`src/rtl/sram_bus_fifo_if.sv`:
```
// sram_bus_fifo_if: CPU register bus strobes plus the fabric drain stream and irq
interface sram_bus_fifo_if #(
    parameter int DW = 16,
    parameter int AW = 10
);
    logic          bus_wr_stb;
    logic          bus_rd_stb;
    logic [AW-1:0] bus_addr;
    logic [DW-1:0] bus_wdata;
    logic [DW-1:0] bus_rdata;
    logic [DW-1:0] m_data;
    logic          m_valid;
    logic          m_ready;
    logic          irq;
    modport master (
        output bus_wr_stb, bus_rd_stb, bus_addr, bus_wdata, m_ready,
        input  bus_rdata, m_data, m_valid, irq
    );
    modport slave (
        input  bus_wr_stb, bus_rd_stb, bus_addr, bus_wdata, m_ready,
        output bus_rdata, m_data, m_valid, irq
    );
endinterface

```
`src/rtl/sram_bus_fifo.sv`:
```
// sram_bus_fifo: CPU write mailbox FIFO with status/control registers and low-water irq
module sram_bus_fifo #(
    parameter int DW         = 16,
    parameter int AW         = 10,
    parameter int DEPTH_LOG2 = 4
) (
    input  logic                  clk,
    input  logic                  reset,
    sram_bus_fifo_if.slave        bus
);
    localparam int DEPTH = 1 << DEPTH_LOG2;

    logic [DW-1:0]         mem_q [DEPTH];
    logic [DEPTH_LOG2-1:0] wptr_q, wptr_d, rptr_q, rptr_d;
    logic [DEPTH_LOG2:0]   count_q, count_d;
    logic                  ovf_q, ovf_d, irq_en_q, irq_en_d, irq_q, irq_d;
    logic [7:0]            thresh_q, thresh_d;
    logic [DW-1:0]         rdata_q, rdata_d, rd_val;
    logic [1:0]            sel;
    logic                  wr_data, wr_ctrl, wr_thr, flush, clr_ovf;
    logic                  full, empty, pop, push_ok, ovf_set;
    logic                  unused_addr;

    assign unused_addr = ^bus.bus_addr[AW-1:2];
    assign sel         = bus.bus_addr[1:0];
    assign wr_data     = bus.bus_wr_stb && sel == 2'd0;
    assign wr_ctrl     = bus.bus_wr_stb && sel == 2'd2;
    assign wr_thr      = bus.bus_wr_stb && sel == 2'd3;
    assign flush       = wr_ctrl && bus.bus_wdata[0];
    assign clr_ovf     = wr_ctrl && bus.bus_wdata[1];
    assign full        = count_q == (DEPTH_LOG2+1)'(DEPTH);
    assign empty       = count_q == '0;
    assign pop         = !empty && bus.m_ready;
    // A pop on the same edge frees the slot, so a push into a full FIFO still lands
    assign push_ok     = wr_data && (!full || pop);
    assign ovf_set     = wr_data && full && !pop;

    assign bus.m_data    = mem_q[rptr_q];
    assign bus.m_valid   = !empty;
    assign bus.bus_rdata = rdata_q;
    assign bus.irq       = irq_q;

    // Next-state for pointers, count, control registers and registered read data
    always_comb begin
        wptr_d   = flush ? '0 : push_ok ? wptr_q + 1'b1 : wptr_q;
        rptr_d   = flush ? '0 : pop ? rptr_q + 1'b1 : rptr_q;
        count_d  = flush ? '0 : count_q + {{DEPTH_LOG2{1'b0}}, push_ok} - {{DEPTH_LOG2{1'b0}}, pop};
        ovf_d    = ovf_set || (ovf_q && !clr_ovf);
        irq_en_d = wr_ctrl ? bus.bus_wdata[2] : irq_en_q;
        thresh_d = wr_thr ? bus.bus_wdata[7:0] : thresh_q;
        rd_val   = sel == 2'd1 ? DW'({ovf_q, full, empty, 5'b0, 8'(count_q)}) :
                   sel == 2'd2 ? DW'({irq_en_q, 2'b0}) :
                   sel == 2'd3 ? DW'(thresh_q) : '0;
        rdata_d  = bus.bus_rd_stb && !bus.bus_wr_stb ? rd_val : rdata_q;
        irq_d    = irq_en_q && (8'(count_q) <= thresh_q);
    end

    // Control and status state
    always_ff @(posedge clk or posedge reset) begin
        if (reset) begin
            wptr_q   <= '0;
            rptr_q   <= '0;
            count_q  <= '0;
            ovf_q    <= 1'b0;
            irq_en_q <= 1'b0;
            thresh_q <= '0;
            rdata_q  <= '0;
            irq_q    <= 1'b0;
        end else begin
            wptr_q   <= wptr_d;
            rptr_q   <= rptr_d;
            count_q  <= count_d;
            ovf_q    <= ovf_d;
            irq_en_q <= irq_en_d;
            thresh_q <= thresh_d;
            rdata_q  <= rdata_d;
            irq_q    <= irq_d;
        end
    end

    // Storage array; contents need no reset since count gates visibility
    always_ff @(posedge clk) begin
        if (push_ok && !flush) mem_q[wptr_q] <= bus.bus_wdata;
    end
endmodule
```
`src/flat_wrapper.sv`:
```
// flat-port wrapper written by rule: the top's interface ports become plain ports
module sram_bus_fifo_flat 
#(
    parameter int DW         = 16,
    parameter int AW         = 10,
    parameter int DEPTH_LOG2 = 4
)
  (clk, reset, bus_bus_wr_stb, bus_bus_rd_stb, bus_bus_addr, bus_bus_wdata, bus_m_ready, bus_bus_rdata, bus_m_data, bus_m_valid, bus_irq);
  sram_bus_fifo_if #(.DW(DW), .AW(AW)) bus_i ();
  input  logic clk;
  input  logic reset;
  input wire logic [$bits(bus_i.bus_wr_stb)-1:0] bus_bus_wr_stb;
  input wire logic [$bits(bus_i.bus_rd_stb)-1:0] bus_bus_rd_stb;
  input wire logic [$bits(bus_i.bus_addr)-1:0] bus_bus_addr;
  input wire logic [$bits(bus_i.bus_wdata)-1:0] bus_bus_wdata;
  input wire logic [$bits(bus_i.m_ready)-1:0] bus_m_ready;
  output wire logic [$bits(bus_i.bus_rdata)-1:0] bus_bus_rdata;
  output wire logic [$bits(bus_i.m_data)-1:0] bus_m_data;
  output wire logic [$bits(bus_i.m_valid)-1:0] bus_m_valid;
  output wire logic [$bits(bus_i.irq)-1:0] bus_irq;
  assign bus_i.bus_wr_stb = bus_bus_wr_stb;
  assign bus_i.bus_rd_stb = bus_bus_rd_stb;
  assign bus_i.bus_addr = bus_bus_addr;
  assign bus_i.bus_wdata = bus_bus_wdata;
  assign bus_i.m_ready = bus_m_ready;
  assign bus_bus_rdata = bus_i.bus_rdata;
  assign bus_m_data = bus_i.m_data;
  assign bus_m_valid = bus_i.m_valid;
  assign bus_irq = bus_i.irq;
  sram_bus_fifo #(.DW(DW), .AW(AW), .DEPTH_LOG2(DEPTH_LOG2)) u_core (.clk(clk), .reset(reset), .bus(bus_i));
endmodule
```
`config.mk`:
```
export PLATFORM = sky130hd
export DESIGN_NAME = sram_bus_fifo_flat
export DESIGN_NICKNAME = d
export VERILOG_FILES = /design/src/rtl/sram_bus_fifo_if.sv /design/src/rtl/sram_bus_fifo.sv /design/src/flat_wrapper.sv
export SDC_FILE = /design/constraint.sdc
export NUM_CORES = 1
export LEC_CHECK = 0
export CAP_MARGIN = 20
export CORE_MARGIN = 1
export CORE_UTILIZATION = 55
export CTS_CLUSTER_SIZE = 28
export DETAILED_ROUTE_END_ITERATION = 8
export PLACE_DENSITY = 0.76
export SYNTH_ARGS = -nofsm -noshare
export SYNTH_HDL_FRONTEND = slang
export SYNTH_SLANG_ARGS = --single-unit
```
`constraint.sdc`:
```
create_clock -name clk -period 7 [get_ports clk]
set_input_delay 1.05 -clock clk [delete_from_list [all_inputs] [get_ports clk]]
set_output_delay 1.05 -clock clk [all_outputs]
set_load 0.02 [all_outputs]
```
==> metrics.csv, run 1 <==
metric;value;unit
status;completed;
Reg power frac;0.415;
Post-synth EDFFs;256;
first drt pass iteration count;5;
Synth top area share;0.650;
most area-consuming cells after synthesis;edfxtp_1, dfrtp_1, mux4_2;
#FFs+latches synth;291;
Post-CTS Setup Inserts;0;
Critical Path Fanout Max;50;
WS Path Type;reg2out;
Cell Count, Final, Fillers Out;1029;
RSZ-0062 raised after global routing;false;
most frequent cell after synthesis;edfxtp_1;
post-detail-place hpwl;14300;um
post-CTS sizing;0;
HP Start;u_core.bus.bus_rdata[13];
Final Cycle Share;0.690;
CP Launch Type;register;
Routed WL per cell;23.7;um
Unique masters post-synth;46;
Cells after Synth;675;
cts bufs inserted;27;
clock insertion delay at the later pin of the skew report;0.53;ns
Layout Skew;0.00939;ns
post-synthesis cell area;11800;um2
Req. time, crit path;5.95;ns
I/O Buffers;51;
GRT overflow;0;
FFs w/ async S/R, synth;0.120;
CP Launch Point;u_core.rptr_q[0];
Final Hold Viols;0;
Final min period;4.83;ns
Peak VDD IR;0.000280;V
Hold WC Path Type;reg2reg;
Core Region;21000;um2
CTS root buf;clkbuf_16;
Power Density;376;nW/um2
clock sink count;291;
prevailing post-synth register cell;edfxtp_1;
Mapped Avg Cell Area;17.5;um2
Max Slew Vio Count;0;
Synth area leader;edfxtp_1;
max cap viols;0;
Comb pwr share;0.304;
DRC;0;
area grow syn2layout;14.7;%
ANT nets after route;0;
Leak Pwr;4.77;nW
largest net degree at the start of global routing;51;
die height;149;um
Post-Route WL;24400;um
Synth Warn #;0;
Fin Setup TNS;0;ns
Die W;149;um
number of global-route vias before repair;6597;
std cell rows;53;
die footprint;22100;um2
layout cells sized above 1;0.166;
Final nets;780;
initial antenna violation count;0;
Fill cells;1371;
Cells after DPL;977;
clk slew on worst S/H paths;0.06;ns
CP Data Arrival Time;3.78;ns
Clock Power Share;0.281;
actual slew at the worst max-slew pin;1.12;ns
CTS H-tree lvls;1;
Diodes inserted;0;
final setup fails;0;
first-pass GRT wire length;37700;um
Initial Util;0.562;
vias;6272;
RR Startpoint;u_core.count_q[2];
via density per instance;6.10;
Int Pwr;3.50;mW
Critical Path Sink Type;output port;
Clock Tree Buf Depth;3;
global-route usage over all layers;0.232;
CTS tree;yes;
Switching Fraction;0.313;
net switching power;1.60;mW
Starting DRT DRC Count;597;
f_max;207;MHz
synth cell count leaders;edfxtp_1, mux2i_1, o21ai_0, dfrtp_1, nand2_1;
sequential share of the synthesized area;0.724;
RePlAce Congestion;0.790;
hold_buf cts;0;
I/O pins;65;
slew margin rel.;0.251;
## area by class of cell
cell class              instances  area [um2]  area share
multi-input cells             334        2990       0.220
clock buffers                  36         769      0.0568
well taps                     275         344      0.0254
clock inverters                14         116     0.00858
repair buffers                 63         708      0.0522
inverters                      16        65.1     0.00480
flip-flops and latches        291        8570       0.632
## cells by family after synthesis
family	Yosys count	synth area share
AO/OA/AOI/OAI	106	0.0565
XOR/XNOR	6	0.00445
adder cells (fa/ha/maj)	16	0.0176
buffers and inverters	54	0.0248
flip-flops	291	0.724
multiplexers	113	0.132
other	1	0.000317
AND/OR/NAND/NOR	88	0.0397
## power groups by stage
stage          Combinational (mW)  Clock [mW]  Sequential (mW)
3_3_place_gp                 1.51           0             2.15
6_report                     1.55        1.43             2.12
2_1_floorplan                1.12           0             2.06
4_1_cts                      1.56        1.44             2.12
5_1_grt                      1.67        1.51             2.14
3_5_place_dp                 1.55           0             2.16
## state kept, by name, summed over array words and instances, names as in the netlist
signal,count
u_core.irq_en_q,1
u_core.wptr_q,4
u_core.rptr_q,4
u_core.mem_q,256
u_core.bus.irq,1
u_core.count_q,5
u_core.bus.bus_rdata,11
u_core.thresh_q,8
u_core.ovf_q,1
## stage by stage
step	power, mW	instance area, um2	hold slack, ns	setup WS, ns	util
after floorplan	3.18	11800	0.469	4.02	-
after global placement	3.66	12500	0.469	2.83	0.596
after detailed placement	3.71	12600	0.480	2.76	0.601
after CTS	5.13	13500	0.507	2.13	0.643
after global routing	5.33	13600	0.535	1.97	0.645
final	5.10	13600	0.501	2.17	0.645
## path summary, 6_finish.rpt
check	cells past startpoint	slack [ns]	end
max	7	2.17	bus_m_data[2]
min	1	0.50	u_core.bus.bus_rdata[13]
max reg2reg	7	3.73	u_core.mem_q[10][15]
min reg2reg	1	0.50	u_core.bus.bus_rdata[13]
max in group asynchronous	3	5.72	u_core.rptr_q[0]
min in group asynchronous	3	0.93	u_core.rptr_q[0]
## per-layer routing
layer	global-route usage	wire, um	vias to the layer above
li1	-	-	2767
met2	0.406	12700	222
met5	0	0	-
met3	0.0291	1500	42
met1	0.301	9720	3241
met4	0.0747	514	0
## layout by cell type, fill, tap and decap left out, types with 15 or more instances in the layout
cell and instances:
edfxtp_1 256, mux2i_1 55, clkdlybuf4s50_1 51, o21ai_0 42
nand2_1 35, dfrtp_1 34, mux4_2 32, clkbuf_16 27
mux2_2 26, a21oi_1 21, a221oi_1 16, a22oi_1 16
inv_1 15, ha_1 15
## worst max-delay path, cell delays in order, from the launching register on
cell             delay, ns
dfrtp_4               1.02
buf_4                 0.52
mux2_2                0.39
o21ai_0               0.19
a21oi_1               0.10
o21ai_0               0.25
nand2_1               0.14
clkdlybuf4s50_1       0.58
Power figures use the tool's default switching activity.
==> run 2: changes to the inputs <==
==> constraint.sdc (replaced) <==
create_clock -name clk -period 4.8 [get_ports clk]
set_input_delay 0.72 -clock clk [delete_from_list [all_inputs] [get_ports clk]]
set_output_delay 0.72 -clock clk [all_outputs]
set_load 0.02 [all_outputs]
==> metrics.csv, run 2 (synthesis results as in run 1) <==
metric;value;unit;change
status;completed;;
Placed Area;12600;um2;about the same
max incr delay on CP;0.79;ns;-0.23 ns
R2R setup slack;1.69;ns;-2.04 ns
global-route usage over all layers;0.232;;about the same
CTS tree;yes;;
RePlAce Congestion;0.760;;-3.7%
slew margin rel.;0.266;;+0.0152
Hold WC Path Type;reg2reg;;
Top reg by flops;u_core.mem_q;;
Peak VDD IR;0.000271;V;-3.3%
max reg flops;256;;unchanged
R2R Path End;u_core.mem_q[6][3];;
first drt pass iteration count;4;;-1
cts bufs inserted;27;;unchanged
Starting DRT DRC Count;504;;-16%
Clock Tree Buf Depth;3;;unchanged
ANT nets after route;0;;unchanged
Layout Skew;0.00834;ns;-0.00105 ns
I/O Buffers;51;;unchanged
RSZ-0062 raised after global routing;false;;
largest net degree at the start of global routing;45;;-12%
WS Path Type;reg2out;;
net switching power;2.32;mW;+45%
commonest non-fill, non-tap cells in the layout;edfxtp_1, mux2i_1, clkdlybuf4s50_1;;
DRC;0;;unchanged
Max Slew Vio Count;0;;unchanged
Cell Count, Final, Fillers Out;1036;;+0.68%
CP max stage cell;dfrtp_1;;
Final min period;4.20;ns;
cell repeated most along the worst path;buf_4;;
max cap viols;0;;unchanged
Reg power frac;0.415;;about the same
std cell rows;53;;unchanged
area grow syn2layout;13.9;%;
Core Util, Final;0.640;;-0.00464
Diodes inserted;0;;unchanged
Req. time, crit path;4.08;ns;-1.87 ns
Critical Path Sink Type;output port;;
I/O pins;65;;unchanged
actual slew at the worst max-slew pin;1.10;ns;-0.0228 ns
clock insertion delay at the later pin of the skew report;0.52;ns;about the same
Switching Fraction;0.314;;about the same
CTS root buf;clkbuf_16;;
Core Region;21000;um2;unchanged
Post-Route WL;24600;um;+0.84%
Leak Pwr;4.75;nW;-0.35%
final setup fails;0;;unchanged
Final Cycle Share;0.875;;
RR Startpoint;u_core.count_q[2];;
Worst Reg-to-Reg Cells;7;;unchanged
Final Hold Viols;0;;unchanged
post-detail-place hpwl;14800;um;+3.8%
hold_buf cts;0;;unchanged
initial antenna violation count;0;;unchanged
Routed WL per cell;23.8;um;+0.16%
hold path depth;2;;+1
post-CTS sizing;0;;unchanged
Post-CTS Setup Inserts;0;;unchanged
via density per instance;6.09;;about the same
first-pass GRT wire length;37300;um;-1.1%
Initial Util;0.562;;unchanged
die footprint;22100;um2;unchanged
Cells after DPL;987;;+1.0%
layout cells sized above 1;0.164;;-0.00152
f_max;238;MHz;
Hold EP;u_core.bus.bus_rdata[0];;
Critical Path Fanout Max;32;;-36%
clk slew on worst S/H paths;0.06;ns;about the same
Int Pwr;5.08;mW;+45%
Pwr Total;7.40;mW;+45%
clock sink count;291;;unchanged
GRT overflow;0;;unchanged
fin area;13500;um2;-0.72%
Power Density;550;nW/um2;+46%
CP Data Arrival Time;3.48;ns;-0.30 ns
CP Launch Type;register;;
most common cell after layout, fill and taps aside;edfxtp_1;;
Final nets;788;;+1.0%
Clock Power Share;0.271;;-0.010
critical path, cell by cell;buf_4 > nor2b_2 > buf_4 > a221oi_1 > a22oi_1 > nand2_1 > clkdlybuf4s50_1;;
Comb pwr share;0.314;;+0.010
CTS H-tree lvls;1;;unchanged
Die W;149;um;unchanged
Fin Setup TNS;0;ns;unchanged
number of global-route vias before repair;6546;;-0.77%
HP Start;u_core.bus.bus_rdata[0];;
die height;149;um;unchanged
vias;6313;;+0.65%
==> run 2: cell type report <==
| cell class | instances | area (um2) |
|---|---|---|
| fillers | 1375 | 7560 |
| flip-flops and latches | 291 | 8570 |
| clock buffers | 32 | 694 |
| multi-input cells | 334 | 2980 |
| inverters | 16 | 65.1 |
| repair buffers | 71 | 673 |
| well taps | 275 | 344 |
| clock inverters | 17 | 134 |
==> run 2: power groups by stage <==
| stage | combinational [mW] | clock, mW | sequential, mW |
|---|---|---|---|
| after global placement | 2.25 | 0 | 3.11 |
| after floorplan | 1.63 | 0 | 3.00 |
| after CTS | 2.34 | 2.02 | 3.07 |
| after detailed placement | 2.31 | 0 | 3.12 |
| final | 2.33 | 2.00 | 3.07 |
| after global routing | 2.51 | 2.12 | 3.08 |
==> run 2: how the worst max path moves through the flow <==
stage / from / to / slack (ns) / cells after the start
global route: u_core.rptr_q[1] / bus_m_data[2] / 0.50 / 7
global placement: bus_bus_addr[1] / u_core.mem_q[7][10] / 1.27 / 4
detailed placement: bus_bus_addr[1] / u_core.mem_q[6][10] / 1.21 / 4
finish: u_core.rptr_q[1] / bus_m_data[2] / 0.60 / 7
CTS: u_core.rptr_q[1] / bus_m_data[2] / 0.62 / 7
floorplan: u_core.count_q[3] / u_core.count_q[4] / 2.03 / 15
==> run 2: through the flow <==
stage | hold WS (ns) | worst slack (ns)
after floorplan | 0.469 | 2.03
after global placement | 0.470 | 1.27
after detailed placement | 0.481 | 1.21
after CTS | 0.500 | 0.621
after global routing | 0.518 | 0.497
final | 0.498 | 0.601
==> run 2: routing by layer <==
metal  vias to the layer above  part of all wire  GRT usage
li1                       2782                 -          -
met1                      3226              0.40      0.303
met2                       240              0.50      0.391
met3                        65             0.063     0.0340
met4                         0             0.036     0.0969
met5                         -                 0          0
==> run 2: critical path: cells and delay by family (launching register included) <==
kind,cells,cell delay [ns]
buffers and inverters,3,1.31
AO/OA/AOI/OAI,2,0.59
flip-flops,1,0.79
AND/OR/NAND/NOR,2,0.24
==> run 3: changes to the inputs <==
--- a/config.mk
+++ b/config.mk
@@ -11,6 +11,7 @@
 export CTS_CLUSTER_SIZE = 28
 export DETAILED_ROUTE_END_ITERATION = 8
 export PLACE_DENSITY = 0.76
+export SLEW_MARGIN = 20
 export SYNTH_ARGS = -nofsm -noshare
 export SYNTH_HDL_FRONTEND = slang
 export SYNTH_SLANG_ARGS = --single-unit
==> results of run 3 <==
Final layout, timing and power as in run 2 (identical DEF).
